===== config.mk =====
export PLATFORM = sky130hd
export DESIGN_NAME = vecmac_seq_ctrl_flat
export DESIGN_NICKNAME = d
export VERILOG_FILES = /design/src/rtl/vecmac_pkg.sv /design/src/rtl/vecmac_seq_ctrl_if.sv /design/src/rtl/vecmac_acc.sv /design/src/rtl/vecmac_seq_ctrl.sv /design/src/flat_wrapper.sv
export SDC_FILE = /design/constraint.sdc
export NUM_CORES = 1
export LEC_CHECK = 0
export BUFFER_PORTS_ARGS = -buffer_cell sky130_fd_sc_hd__buf_4
export CAP_MARGIN = 10
export CELL_PAD_IN_SITES_DETAIL_PLACEMENT = 1
export CELL_PAD_IN_SITES_GLOBAL_PLACEMENT = 2
export CORE_MARGIN = 5
export CORE_UTILIZATION = 27
export DETAILED_ROUTE_END_ITERATION = 10
export GPL_TIMING_DRIVEN = 1
export HOLD_SLACK_MARGIN = 0.15
export PLACE_DENSITY = 0.78
export SYNTH_ARGS = -nofsm -noshare
export SYNTH_HDL_FRONTEND = slang
export SYNTH_SLANG_ARGS = --single-unit
export TNS_END_PERCENT = 20

===== constraint.sdc =====
create_clock -name clk -period 3.5 [get_ports clk]
set_clock_uncertainty 0.05 [all_clocks]
set_input_delay 0.7 -clock clk [delete_from_list [all_inputs] [get_ports clk]]
set_output_delay 0.7 -clock clk [all_outputs]
set_load 0.005 [all_outputs]

===== src/rtl/vecmac_pkg.sv =====
// Shared types and tree-geometry helpers for the int8 vector-MAC datapath.
// Keeps the adder tree and its sequencer agreeing on sum width.
package vecmac_pkg;

    typedef enum logic [1:0] {
        ST_IDLE,
        ST_RUN,
        ST_DRAIN,
        ST_DONE
    } state_t;

    function automatic int tree_stages(int lanes);
        return (lanes < 4) ? 2 : $clog2(lanes);
    endfunction

    function automatic int tree_outw(int lanes, int inw);
        return inw + tree_stages(lanes) + 1;
    endfunction

endpackage


===== src/rtl/vecmac_seq_ctrl_if.sv =====
// Command, chunk, tree and result bundle of the vector-MAC sequencer.
// master = integrating side, slave = sequencer.
interface vecmac_seq_ctrl_if
    import vecmac_pkg::*;
#(
    parameter int LANES = 4,
    parameter int INW   = 16,
    parameter int OUTW  = tree_outw(LANES, INW),
    parameter int LENW  = 12,
    parameter int ACCW  = 32
);
    logic                  cmd_valid;
    logic                  cmd_ready;
    logic [LENW-1:0]       cmd_len;
    logic                  din_valid;
    logic                  din_ready;
    logic [LANES*INW-1:0]  din_flat;
    logic                  tree_in_valid;
    logic [LANES*INW-1:0]  tree_prod_flat;
    logic                  tree_out_valid;
    logic [OUTW-1:0]       tree_sum;
    logic                  res_valid;
    logic                  res_ready;
    logic [ACCW-1:0]       res_sum;
    logic                  res_ovf;
    logic                  err_spur;

    modport master (
        output cmd_valid, cmd_len, din_valid, din_flat,
        output tree_out_valid, tree_sum, res_ready,
        input  cmd_ready, din_ready, tree_in_valid, tree_prod_flat,
        input  res_valid, res_sum, res_ovf, err_spur
    );

    modport slave (
        input  cmd_valid, cmd_len, din_valid, din_flat,
        input  tree_out_valid, tree_sum, res_ready,
        output cmd_ready, din_ready, tree_in_valid, tree_prod_flat,
        output res_valid, res_sum, res_ovf, err_spur
    );

endinterface


===== src/rtl/vecmac_acc.sv =====
// Job accumulator: clear on job start, add per tree return,
// sticky flag when the sum carries out of ACCW bits.
module vecmac_acc #(
    parameter int ACCW = 32
) (
    input  logic            clk,
    input  logic            rst,
    input  logic            clr,
    input  logic            add_en,
    input  logic [ACCW-1:0] addend,
    output logic [ACCW-1:0] acc,
    output logic            carry
);
    logic [ACCW:0] sum;

    assign sum = {1'b0, acc} + {1'b0, addend};

    always_ff @(posedge clk) begin
        if (rst) begin
            acc   <= '0;
            carry <= 1'b0;
        end else if (clr) begin
            acc   <= '0;
            carry <= 1'b0;
        end else if (add_en) begin
            acc <= sum[ACCW-1:0];
            if (sum[ACCW]) carry <= 1'b1;
        end
    end

endmodule


===== src/rtl/vecmac_seq_ctrl.sv =====
// Job sequencer for the pipelined adder tree: issues LANES-wide chunks,
// counts returns and hands out one accumulated sum per job.
module vecmac_seq_ctrl
    import vecmac_pkg::*;
#(
    parameter int LANES = 4,
    parameter int INW   = 16,
    parameter int LENW  = 12,
    parameter int ACCW  = 32
) (
    input  logic          clk,
    input  logic          rst,
    vecmac_seq_ctrl_if.slave bus
);
    localparam int STAGES = tree_stages(LANES);
    localparam int OUTW   = INW + STAGES + 1;

    state_t               state, state_nx;
    logic [LENW-1:0]      len_q, iss_cnt, ret_cnt, ret_nx;
    logic                 busy, cmd_acc, accept, ret_ok, spur;
    logic                 din_rdy, cmd_rdy, res_vld;
    logic                 tiv_q, err_q;
    logic [LANES*INW-1:0] prod_q;
    logic [OUTW-1:0]      tsum;
    logic [ACCW-1:0]      acc;
    logic                 ovf;

    assign busy    = (state == ST_RUN) || (state == ST_DRAIN);
    assign cmd_acc = (state == ST_IDLE) && bus.cmd_valid;
    assign accept  = din_rdy && bus.din_valid;
    // A return with nothing outstanding is never trusted as data
    assign ret_ok  = bus.tree_out_valid && busy && (ret_cnt != iss_cnt);
    assign spur    = bus.tree_out_valid && !ret_ok;
    assign ret_nx  = ret_cnt + LENW'(ret_ok);
    assign tsum    = bus.tree_sum;

    always_ff @(posedge clk) begin
        if (rst) state <= ST_IDLE;
        else     state <= state_nx;
    end

    always_comb begin
        state_nx = state;
        cmd_rdy  = 1'b0;
        din_rdy  = 1'b0;
        res_vld  = 1'b0;
        unique case (state)
            ST_IDLE: begin
                cmd_rdy = 1'b1;
                if (bus.cmd_valid)
                    state_nx = (bus.cmd_len == '0) ? ST_DONE : ST_RUN;
            end
            ST_RUN: begin
                din_rdy = (iss_cnt < len_q);
                if (din_rdy && bus.din_valid &&
                    (iss_cnt + LENW'(1) == len_q))
                    state_nx = ST_DRAIN;
            end
            ST_DRAIN: begin
                if (ret_nx == len_q) state_nx = ST_DONE;
            end
            ST_DONE: begin
                res_vld = 1'b1;
                if (bus.res_ready) state_nx = ST_IDLE;
            end
            default: state_nx = ST_IDLE;
        endcase
    end

    always_ff @(posedge clk) begin
        if (rst) begin
            len_q   <= '0;
            iss_cnt <= '0;
            ret_cnt <= '0;
        end else if (cmd_acc) begin
            len_q   <= bus.cmd_len;
            iss_cnt <= '0;
            ret_cnt <= '0;
        end else begin
            if (accept) iss_cnt <= iss_cnt + LENW'(1);
            ret_cnt <= ret_nx;
        end
    end

    always_ff @(posedge clk) begin
        if (rst) begin
            tiv_q  <= 1'b0;
            prod_q <= '0;
            err_q  <= 1'b0;
        end else begin
            tiv_q <= accept;
            if (accept) prod_q <= bus.din_flat;
            if (spur)   err_q  <= 1'b1;
        end
    end

    vecmac_acc #(.ACCW(ACCW)) u_acc (
        .clk    (clk),
        .rst    (rst),
        .clr    (cmd_acc),
        .add_en (ret_ok),
        .addend (ACCW'(tsum)),
        .acc    (acc),
        .carry  (ovf)
    );

    assign bus.cmd_ready      = cmd_rdy;
    assign bus.din_ready      = din_rdy;
    assign bus.tree_in_valid  = tiv_q;
    assign bus.tree_prod_flat = prod_q;
    assign bus.res_valid      = res_vld;
    assign bus.res_sum        = acc;
    assign bus.res_ovf        = ovf;
    assign bus.err_spur       = err_q;

endmodule


===== src/flat_wrapper.sv =====
// flat-port wrapper written by rule: the top's interface ports become plain ports
module vecmac_seq_ctrl_flat import vecmac_pkg::*;
#(
    parameter int LANES = 4,
    parameter int INW   = 16,
    parameter int LENW  = 12,
    parameter int ACCW  = 32
)
  (clk, rst, bus_cmd_valid, bus_cmd_len, bus_din_valid, bus_din_flat, bus_tree_out_valid, bus_tree_sum, bus_res_ready, bus_cmd_ready, bus_din_ready, bus_tree_in_valid, bus_tree_prod_flat, bus_res_valid, bus_res_sum, bus_res_ovf, bus_err_spur);
  vecmac_seq_ctrl_if #(.ACCW(ACCW), .LANES(LANES), .INW(INW), .LENW(LENW)) bus_i ();
  input  logic clk;
  input  logic rst;
  input wire logic [$bits(bus_i.cmd_valid)-1:0] bus_cmd_valid;
  input wire logic [$bits(bus_i.cmd_len)-1:0] bus_cmd_len;
  input wire logic [$bits(bus_i.din_valid)-1:0] bus_din_valid;
  input wire logic [$bits(bus_i.din_flat)-1:0] bus_din_flat;
  input wire logic [$bits(bus_i.tree_out_valid)-1:0] bus_tree_out_valid;
  input wire logic [$bits(bus_i.tree_sum)-1:0] bus_tree_sum;
  input wire logic [$bits(bus_i.res_ready)-1:0] bus_res_ready;
  output wire logic [$bits(bus_i.cmd_ready)-1:0] bus_cmd_ready;
  output wire logic [$bits(bus_i.din_ready)-1:0] bus_din_ready;
  output wire logic [$bits(bus_i.tree_in_valid)-1:0] bus_tree_in_valid;
  output wire logic [$bits(bus_i.tree_prod_flat)-1:0] bus_tree_prod_flat;
  output wire logic [$bits(bus_i.res_valid)-1:0] bus_res_valid;
  output wire logic [$bits(bus_i.res_sum)-1:0] bus_res_sum;
  output wire logic [$bits(bus_i.res_ovf)-1:0] bus_res_ovf;
  output wire logic [$bits(bus_i.err_spur)-1:0] bus_err_spur;
  assign bus_i.cmd_valid = bus_cmd_valid;
  assign bus_i.cmd_len = bus_cmd_len;
  assign bus_i.din_valid = bus_din_valid;
  assign bus_i.din_flat = bus_din_flat;
  assign bus_i.tree_out_valid = bus_tree_out_valid;
  assign bus_i.tree_sum = bus_tree_sum;
  assign bus_i.res_ready = bus_res_ready;
  assign bus_cmd_ready = bus_i.cmd_ready;
  assign bus_din_ready = bus_i.din_ready;
  assign bus_tree_in_valid = bus_i.tree_in_valid;
  assign bus_tree_prod_flat = bus_i.tree_prod_flat;
  assign bus_res_valid = bus_i.res_valid;
  assign bus_res_sum = bus_i.res_sum;
  assign bus_res_ovf = bus_i.res_ovf;
  assign bus_err_spur = bus_i.err_spur;
  vecmac_seq_ctrl #(.LANES(LANES), .INW(INW), .LENW(LENW), .ACCW(ACCW)) u_core (.clk(clk), .rst(rst), .bus(bus_i));
endmodule

### Yosys cells after proc, flatten, opt, wreduce, memory -nomap -nowiden

Cells that the tools add are included.

| word-level totals | value |
|---|---|
| input port bits | 101 |
| register bits after elaboration | 137 |

| operators by class | value |
|---|---|
| equality and inequality tests | 10 |
| add/sub/neg operators | 3 |
| order comparisons | 1 |
| muxes and demuxes | 9 |
| reductions and logical operators | 14 |

Operator list:

| cell | number |
|---|---|
| adder 32 x 19 -> 33 bit | 1 |
| equality test 12 bit | 2 |
| adder 12 x 1 -> 12 bit | 1 |
| adder 12 x 1 -> 12 bit, second input constant | 1 |
| zero test 12 bit | 1 |
| < comparator 12 bit | 1 |
| inequality test 12 bit | 1 |
| two-way mux 2 bit | 5 |
| inequality test 2 bit, second input constant | 4 |
| one-hot mux 2 bit (4 select lines) | 1 |
| logical AND 1 bit | 7 |
| equality test 2 bit, second input constant | 2 |
| AND reduction 4 bit | 1 |
| two-way mux 1 bit | 3 |
| equality test 2 x 1 -> 1 bit, second input constant | 1 |
| zero test 2 bit | 1 |
| AND reduction 2 bit | 1 |
| OR reduction 2 bit | 1 |
| zero test 1 bit | 1 |
| logical OR 1 bit | 1 |

### Longest topological paths before layout

Gate-level depths: netlist (run 1).

| logic depth | value |
|---|---|
| depth in word-level cells | 8 |
| gate-level depth with buffers | 15 |
| depth with buffers taken out | 13 |

### Cells and area by module

From an unflattened synthesis (run 1), not the netlist that was laid out.

| second synthesis, totals | value |
|---|---|
| cell total of the unflattened synthesis | 1024 |
| area total of the unflattened synthesis | 8032.7 µm² |

By module, submodules not included:

| module | times used | seq. area each (µm²) | area each (µm²) | cells an instance |
|---|---|---|---|---|
| vecmac_seq_ctrl | 1 | 2082.0 | 4996.0 | 624 |
| vecmac_acc | 1 | 660.6 | 3036.7 | 400 |

### Worst setup path before layout (run 1)

OpenSTA, ideal clock, no wires.

| timing | value |
|---|---|
| path kind | reg2reg |
| start | reg u_core.iss_cnt[3] |
| end | reg u_core.state[1] |
| path slack | -0.070 ns |
| arrival | 3.429 ns |
| stages on the path, launching flop included | 16 |
| path buffers | 2 |
| library setup time | 0.091 ns |
| path through | dfxtp_1 -> buf_2 -> xnor2_1 -> nand4_1 -> o311ai_1 -> inv_2 -> clkbuf_1 -> ha_1 -> and4_1 -> nand4_1 -> xor2_1 -> xnor2_1 -> or4_4 -> o41ai_4 -> a21oi_1 -> a311oi_1 |

| on the way | value |
|---|---|
| longest elaborated chain between the ends | 6 |

RTL lines:

| item | line | RTL |
|---|---|---|
| start, declared | vecmac_seq_ctrl.sv:19 | `logic [LENW-1:0] len_q, iss_cnt, ret_cnt, ret_nx;` |
| start signal, assigned | vecmac_seq_ctrl.sv:80 | `if (accept) iss_cnt <= iss_cnt + LENW'(1);` |
| inequality test 12 bit | vecmac_seq_ctrl.sv:32 | `assign ret_ok = bus.tree_out_valid && busy && (ret_cnt != iss_cnt);` |
| logical AND 1 bit | vecmac_seq_ctrl.sv:32 |  |
| named net u_core.ret_ok | vecmac_seq_ctrl.sv:20 | `logic busy, cmd_acc, accept, ret_ok, spur;` |
| adder 12 x 1 -> 12 bit | vecmac_seq_ctrl.sv:34 | `assign ret_nx = ret_cnt + LENW'(ret_ok);` |
| equality test 12 bit | vecmac_seq_ctrl.sv:60 | `if (ret_nx == len_q) state_nx = ST_DONE;` |
| inequality test 2 bit (no source line) | n/a |  |
| AND reduction 4 bit (no source line) | n/a |  |
| end signal, assigned | vecmac_seq_ctrl.sv:39 | `else state <= state_nx;` |
| end, declared | vecmac_seq_ctrl.sv:18 | `state_t state, state_nx;` |

The timed path passes the listed nets, and every way through them passes these cells.
A chain may end at the register's enable or synchronous reset.

### Final worst setup path (run 1)

| timing | value |
|---|---|
| start | reg u_core.iss_cnt[7] |
| end | out bus_din_ready |

| on the way | value |
|---|---|
| longest elaborated chain between the ends | 2 |

RTL lines:

| item | line | RTL |
|---|---|---|
| < comparator 12 bit | vecmac_seq_ctrl.sv:54 | `din_rdy = (iss_cnt < len_q);` |
| two-way mux 1 bit | vecmac_seq_ctrl.sv:47 | `unique case (state)` |
| end, declared | flat_wrapper.sv:21 | `output wire logic [$bits(bus_i.din_ready)-1:0] bus_din_ready;` |

No other way between the ends.

==> results of run 1 <==
-- kinds of logic after synthesis --
kind of cell    share of synthesized area (%)
simple gates                             22.5
compound gates                           17.3
flops                                    38.7
buf+inv                                  5.24
xor+xnor                                 7.91
fa+ha+maj                                6.99
mux                                      1.41
-- cell usage after synthesis, types with 2 or more instances --
| library cell | instances |
|---|---|
| or2_2 | 2 |
| o21ai_0 | 24 |
| inv_1 | 30 |
| a21boi_0 | 2 |
| nor3b_1 | 2 |
| nor2_1 | 52 |
| o31ai_1 | 8 |
| o21a_1 | 4 |
| and3_1 | 7 |
| o211ai_1 | 6 |
| a311oi_1 | 3 |
| nand3_1 | 23 |
| dfxtp_1 | 137 |
| o22ai_1 | 7 |
| nor2b_1 | 7 |
| xnor2_1 | 46 |
| or3_1 | 13 |
| o31a_1 | 2 |
| or4_1 | 5 |
| a21oi_1 | 118 |
| nand2_1 | 199 |
| clkbuf_1 | 38 |
| and4_1 | 5 |
| a21o_1 | 3 |
| a211o_1 | 3 |
| nor4_1 | 6 |
| nand2b_1 | 5 |
| nor3_1 | 6 |
| a211oi_1 | 5 |
| a31oi_1 | 3 |
| xor2_1 | 18 |
| and2_1 | 3 |
| nand4_1 | 15 |
| buf_6 | 4 |
| mux2i_1 | 10 |
| buf_2 | 10 |
| ha_1 | 38 |
-- per-layer routing --
layer	part of all wire, %	vias up	global-route usage, %
met4	1.1	0	3.86
met2	46	161	25.6
met3	8.2	17	6.36
met1	45	3259	21.1
li1	-	3484	-
met5	0	-	0
-- worst paths after layout --
path         slack [ns]                             to                          start  cells past startpoint
max                0.18                  bus_din_ready              u_core.iss_cnt[7]                      8
min                0.41  u_core.bus.tree_prod_flat[36]  u_core.bus.tree_prod_flat[36]                      2
max reg2reg        0.25                u_core.state[1]              u_core.ret_cnt[8]                     13
min reg2reg        0.41  u_core.bus.tree_prod_flat[36]  u_core.bus.tree_prod_flat[36]                      2
-- worst reg2reg max path: cells and delay by family, from the launching register on --
family | cells | cell delay, ns
buffers and inverters | 1 | 0.09
XOR/XNOR | 3 | 0.45
flip-flops | 1 | 0.39
AO/OA/AOI/OAI | 4 | 1.00
adder cells (fa/ha/maj) | 1 | 0.25
AND/OR/NAND/NOR | 4 | 0.94
-- power by group through the flow --
stage               logic [mW]  registers [mW]  clock network [mW]
floorplan                0.702            1.81                   0
global placement          1.30            1.82                   0
detailed placement        1.32            1.82                   0
CTS                       1.32            1.79                1.87
global route              1.45            1.80                1.94
finish                    1.30            1.79                1.82
-- sequential cells by signal, summed over array words and instances (netlist names) --
register and flops:
u_core.bus.tree_prod_flat 64, u_core.u_acc.acc 32, u_core.iss_cnt 12, u_core.len_q 12, u_core.ret_cnt 12, u_core.state 2
u_core.bus.err_spur 1, u_core.bus.tree_in_valid 1, u_core.u_acc.carry 1
-- layout make-up --
cell class,instances,area (µm²)
inverter,31,116
clock inverter,13,133
timing repair buffer,243,1850
fill,3179,16300
multi-input combinational,671,4020
clock buffer,19,453
sequential,137,2750
tap,335,419
-- through the flow --
step	cell area, µm²	hold slack (ns)
5_1_grt	9730	0.427
2_1_floorplan	7100	0.400
4_1_cts	9700	0.408
6_report	9730	0.405
3_3_place_gp	9120	0.392
3_5_place_dp	9120	0.400
-- repair_timing --
item,4_1_cts,5_1_grt
resized for setup,2,4
buffers inserted,0,2
gates cloned,0,0
pin swaps,0,4
endpoints found under the setup margin,1,3
==> results.md, run 1 <==
* Outcome: finished, final reports clean
* Cell accounting for the most synthesized area: dfxtp_1
* CTS sink cnt at 137
* GPL Wtd Cong at 0.844
* P_int at 3.29 mW
* Die height at 172 µm
* # IOs at 203
* Post-Syn Area at 7090 µm²
* Clock transition at the registers of the reported paths at 0.06 ns
* Post-route ant nets at 0
* Setup TNS at 0 ns
* Worst path cell trace: buf_4, ha_1, a211o_1, a2111oi_2, buf_4, o21ai_1, nor2_1, buf_4
* RSZ-0062 raised after global routing: no
* Power per cell area at 504 nW/µm²
* Fin. Hold Viols at 0
* Fmax at 0.301 GHz
* Drt pass-1 iters at 4
* Kind of critical path: reg -> out
* Most frequent cells in the layout: buf_4, nand2_1, dfxtp_1, a21oi_1, nor2_1
* Port bufs at 202
* Tmin final at 3.32 ns
* Vias in the first global route at 6984
* Min-Delay Path Class: reg -> reg
* Rows at 59
* Layout Cells excl Fill at 1449
* Async set-reset flop share out of synthesis at 0%
* Clk pwr share at 37.0%
* Number of distinct library cells after synthesis at 61
* Setup crit end kind: output pin
* Synth warn at 0
* DR vias at 6921
* DR iter-0 viols at 220
* Dpl ws at -0.115 ns
* Largest net degree at the start of global routing at 64
* CP peak stage delay at 0.36 ns
* Static Leak at 4.03 nW
* Crit path buf inv count at 3
* GRT Util Overall at 16.3%
* VDD IR max at 0.287 mV
* H-tree depth at 4
* Critical path arrival at 2.57 ns
* Critical-path maximum fanout at 9
* Share of cells above drive strength 1 at 26.1%
* Sw power at 1.62 mW
* Synth top area share at 38.7%
* Residual DRC at 0
* Comb pwr share at 26.5%
* Clock Latency Late Sink at 0.42 ns
* Synth area leaders: dfxtp_1, nand2_1, a21oi_1
* Initial antenna violation count at 0
* Starting Density at 27.3%
* Number of synthesized flops with an enable pin at 0
* Syn avg cell area at 7.94 µm²
* Total gr overflow at 0
* Sw frac at 33.0%
* Syn Inst Count at 893
* Die W at 172 µm
* Most used cell, CP: buf_4
* Final period util at 94.8%
* HPWL after DPL at 18.6 mm
* Die ar. at 29600 µm²
* Cells after DPL at 1415
* Setup crit start kind: flop
* Most common cell after layout, fill and taps aside: buf_4
* Drt wl/cell at 16.8 µm
* Core Area at 26000 µm²
* Top Family by Delay on Critical Path: compound AO/OA/AOI/OAI gates
* Pwr Total at 4.91 mW
* CTS Hold Bufs at 0
* Slowest CP cell: a2111oi_2
* MaxCap Viol Count at 0
* Max Slew Vio Count at 0
* First-pass GRT wire length at 38.2 mm
* Root Buffer: clkbuf_16
* Seq/Total Area, Yosys at 38.7%
* CTS tree: built
* Syn nets at 1033
* Final Core Density at 37.5%
* Final setup margin at 0.182 ns
* # setup viols final at 0
* Critical Path RT at 2.75 ns
* Area growth, synth to finish at 37.3%
* #FFs+latches synth at 137
* Top FF cell, synth: dfxtp_1
* WL final at 24.4 mm
* Nets at 1241
* Worst slew pin tran at 0.903 ns
* Clock tree buffer depth at 2
* Worst rel slew slack at 39.8%
* Diode count at 0
* Num CTS Buffers at 17
* Flop pwr share at 36.5%
* Vias per cell at 4.78
Power figures use the tool's default switching activity.
==> run 2: changes to the inputs <==
Settings changed: CTS_BUF_LIST set to sky130_fd_sc_hd__clkbuf_2 sky130_fd_sc_hd__clkbuf_4 sky130_fd_sc_hd__clkbuf_8, RECOVER_POWER set to 50.
==> results.md, run 2 (synthesis results as in run 1) <==
* Final period util at 95.0%
* Most used cell, CP: buf_4
* Fmax at 0.301 GHz
* # setup viols final at 0
* Max Slew Vio Count at 0
* Min-Delay Path Class: reg -> reg
* Share of cells above drive strength 1 at 22.6%
* Crit path buf inv count at 3
* Setup TNS at 0 ns
* Die height at 172 µm
* GRT Util Overall at 16.2%
* Slowest CP cell: a2111oi_2
* Top Family by Delay on Critical Path: compound AO/OA/AOI/OAI gates
* Clk pwr share at 30.6%
* H-tree depth at 4
* Total gr overflow at 0
* Worst path cell trace: buf_4, ha_1, a211o_1, a2111oi_2, buf_4, o21ai_1, nor2_1, buf_4
* Rows at 59
* Clock transition at the registers of the reported paths at 0.09 ns
* Power per cell area at 467 nW/µm²
* CTS Hold Bufs at 0
* First-pass GRT wire length at 37.9 mm
* DR iter-0 viols at 200
* Root Buffer: clkbuf_8
* Setup crit end kind: output pin
* Comb pwr share at 28.6%
* Outcome: finished, final reports clean
* Core Area at 26000 µm²
* Post-route ant nets at 0
* Num CTS Buffers at 17
* Sw frac at 35.6%
* P_int at 2.82 mW
* Critical Path RT at 2.75 ns
* Tmin final at 3.33 ns
* Pwr Total at 4.38 mW
* Area growth, synth to finish at 32.4%
* Drt wl/cell at 16.8 µm
* Vias per cell at 4.76
* Most common cell after layout, fill and taps aside: nand2_1
* Fin. Hold Viols at 0
* Worst slew pin tran at 0.917 ns
* VDD IR max at 0.240 mV
* HPWL after DPL at 18.6 mm
* Design area at 9390 µm²
* Dpl cell area at 9120 µm²
* Diode count at 0
* Setup crit start kind: flop
* Static Leak at 3.73 nW
* Flop pwr share at 40.7%
* Fill cell count at 3224
* Starting Density at 27.3%
* Most frequent cells in the layout: nand2_1, buf_4, dfxtp_1, a21oi_1, clkbuf_4
* Port bufs at 202
* Largest net degree at the start of global routing at 64
* Sw power at 1.56 mW
* CTS sink cnt at 137
* Kind of critical path: reg -> out
* DR vias at 6890
* Clock tree buffer depth at 2
* Initial antenna violation count at 0
* Vias in the first global route at 6984
* Worst rel slew slack at 38.9%
* Cells after DPL at 1415
* Die ar. at 29600 µm²
* GPL Wtd Cong at 0.844
* Drt pass-1 iters at 4
* # IOs at 203
* CP peak stage delay at 0.35 ns
* MaxCap Viol Count at 0
* Critical path arrival at 2.58 ns
* Die W at 172 µm
* CTS tree: built
* WL final at 24.2 mm
* Critical-path maximum fanout at 9
* Max FFs per register at 64
* Layout Cells excl Fill at 1447
* Residual DRC at 0
* Nets at 1239
* Clock Latency Late Sink at 0.45 ns
[run 2: layer usage]
layer / routed length (µm) / global-route usage (%) / vias up
li1: - / - / 3482
met1: 11000 / 20.9 / 3218
met2: 11000 / 25.5 / 173
met3: 1960 / 6.17 / 17
met4: 297 / 4.27 / 0
met5: 0 / 0 / -
[run 2: worst register-to-register path: stages (launching register included)]
cell and delay (ns):
dfxtp_1 0.40, inv_1 0.09, ha_1 0.35, o311ai_2 0.15, inv_2 0.10, ha_1 0.20
and4_1 0.28, nand4_1 0.16, xor2_2 0.19, xnor2_1 0.13, or4_4 0.43, o41ai_4 0.34
a21oi_1 0.12, a311oi_1 0.23
[run 2: repair_timing]
item,in CTS,in global routing
buffers inserted,0,0
setup endpoints to repair,1,4
resized for setup,3,8
pin swaps,1,2
[run 2: worst paths after layout]
| kind | from | end | slack, ns | depth (start not counted) |
|---|---|---|---|---|
| max | u_core.iss_cnt[7] | bus_din_ready | 0.17 | 8 |
| min | u_core.bus.tree_prod_flat[36] | u_core.bus.tree_prod_flat[36] | 0.41 | 2 |
| max reg2reg | u_core.state[1] | u_core.state[1] | 0.19 | 13 |
| min reg2reg | u_core.bus.tree_prod_flat[36] | u_core.bus.tree_prod_flat[36] | 0.41 | 2 |
[run 2: stage by stage]
stage / util (%) / worst slack (ns) / hold WS, ns
finish: 36.1 / 0.175 / 0.407
global route: 36.1 / -0.00897 / 0.409
CTS: 36.6 / 0.0346 / 0.394
detailed placement: 35.1 / -0.115 / 0.400
global placement: 35.1 / 0.0380 / 0.392
floorplan: - / 0.0312 / 0.400
[run 2: cell type report]
type | count | area [µm²] | share of cell area, %
Tap cell | 335 | 419 | 4.46
Timing Repair Buffer | 241 | 1680 | 17.9
Inverter | 31 | 116 | 1.24
Multi-Input combinational cell | 671 | 4030 | 43.0
Clock inverter | 13 | 133 | 1.41
Clock buffer | 19 | 262 | 2.79
Sequential cell | 137 | 2750 | 29.3
[run 2: power by group through the flow]
stage	clock [mW]	combinational [mW]	sequential (mW)
after floorplan	0	0.702	1.81
after global placement	0	1.30	1.82
after detailed placement	0	1.32	1.82
after CTS	1.40	1.33	1.79
after global routing	1.46	1.40	1.80
final	1.34	1.26	1.78
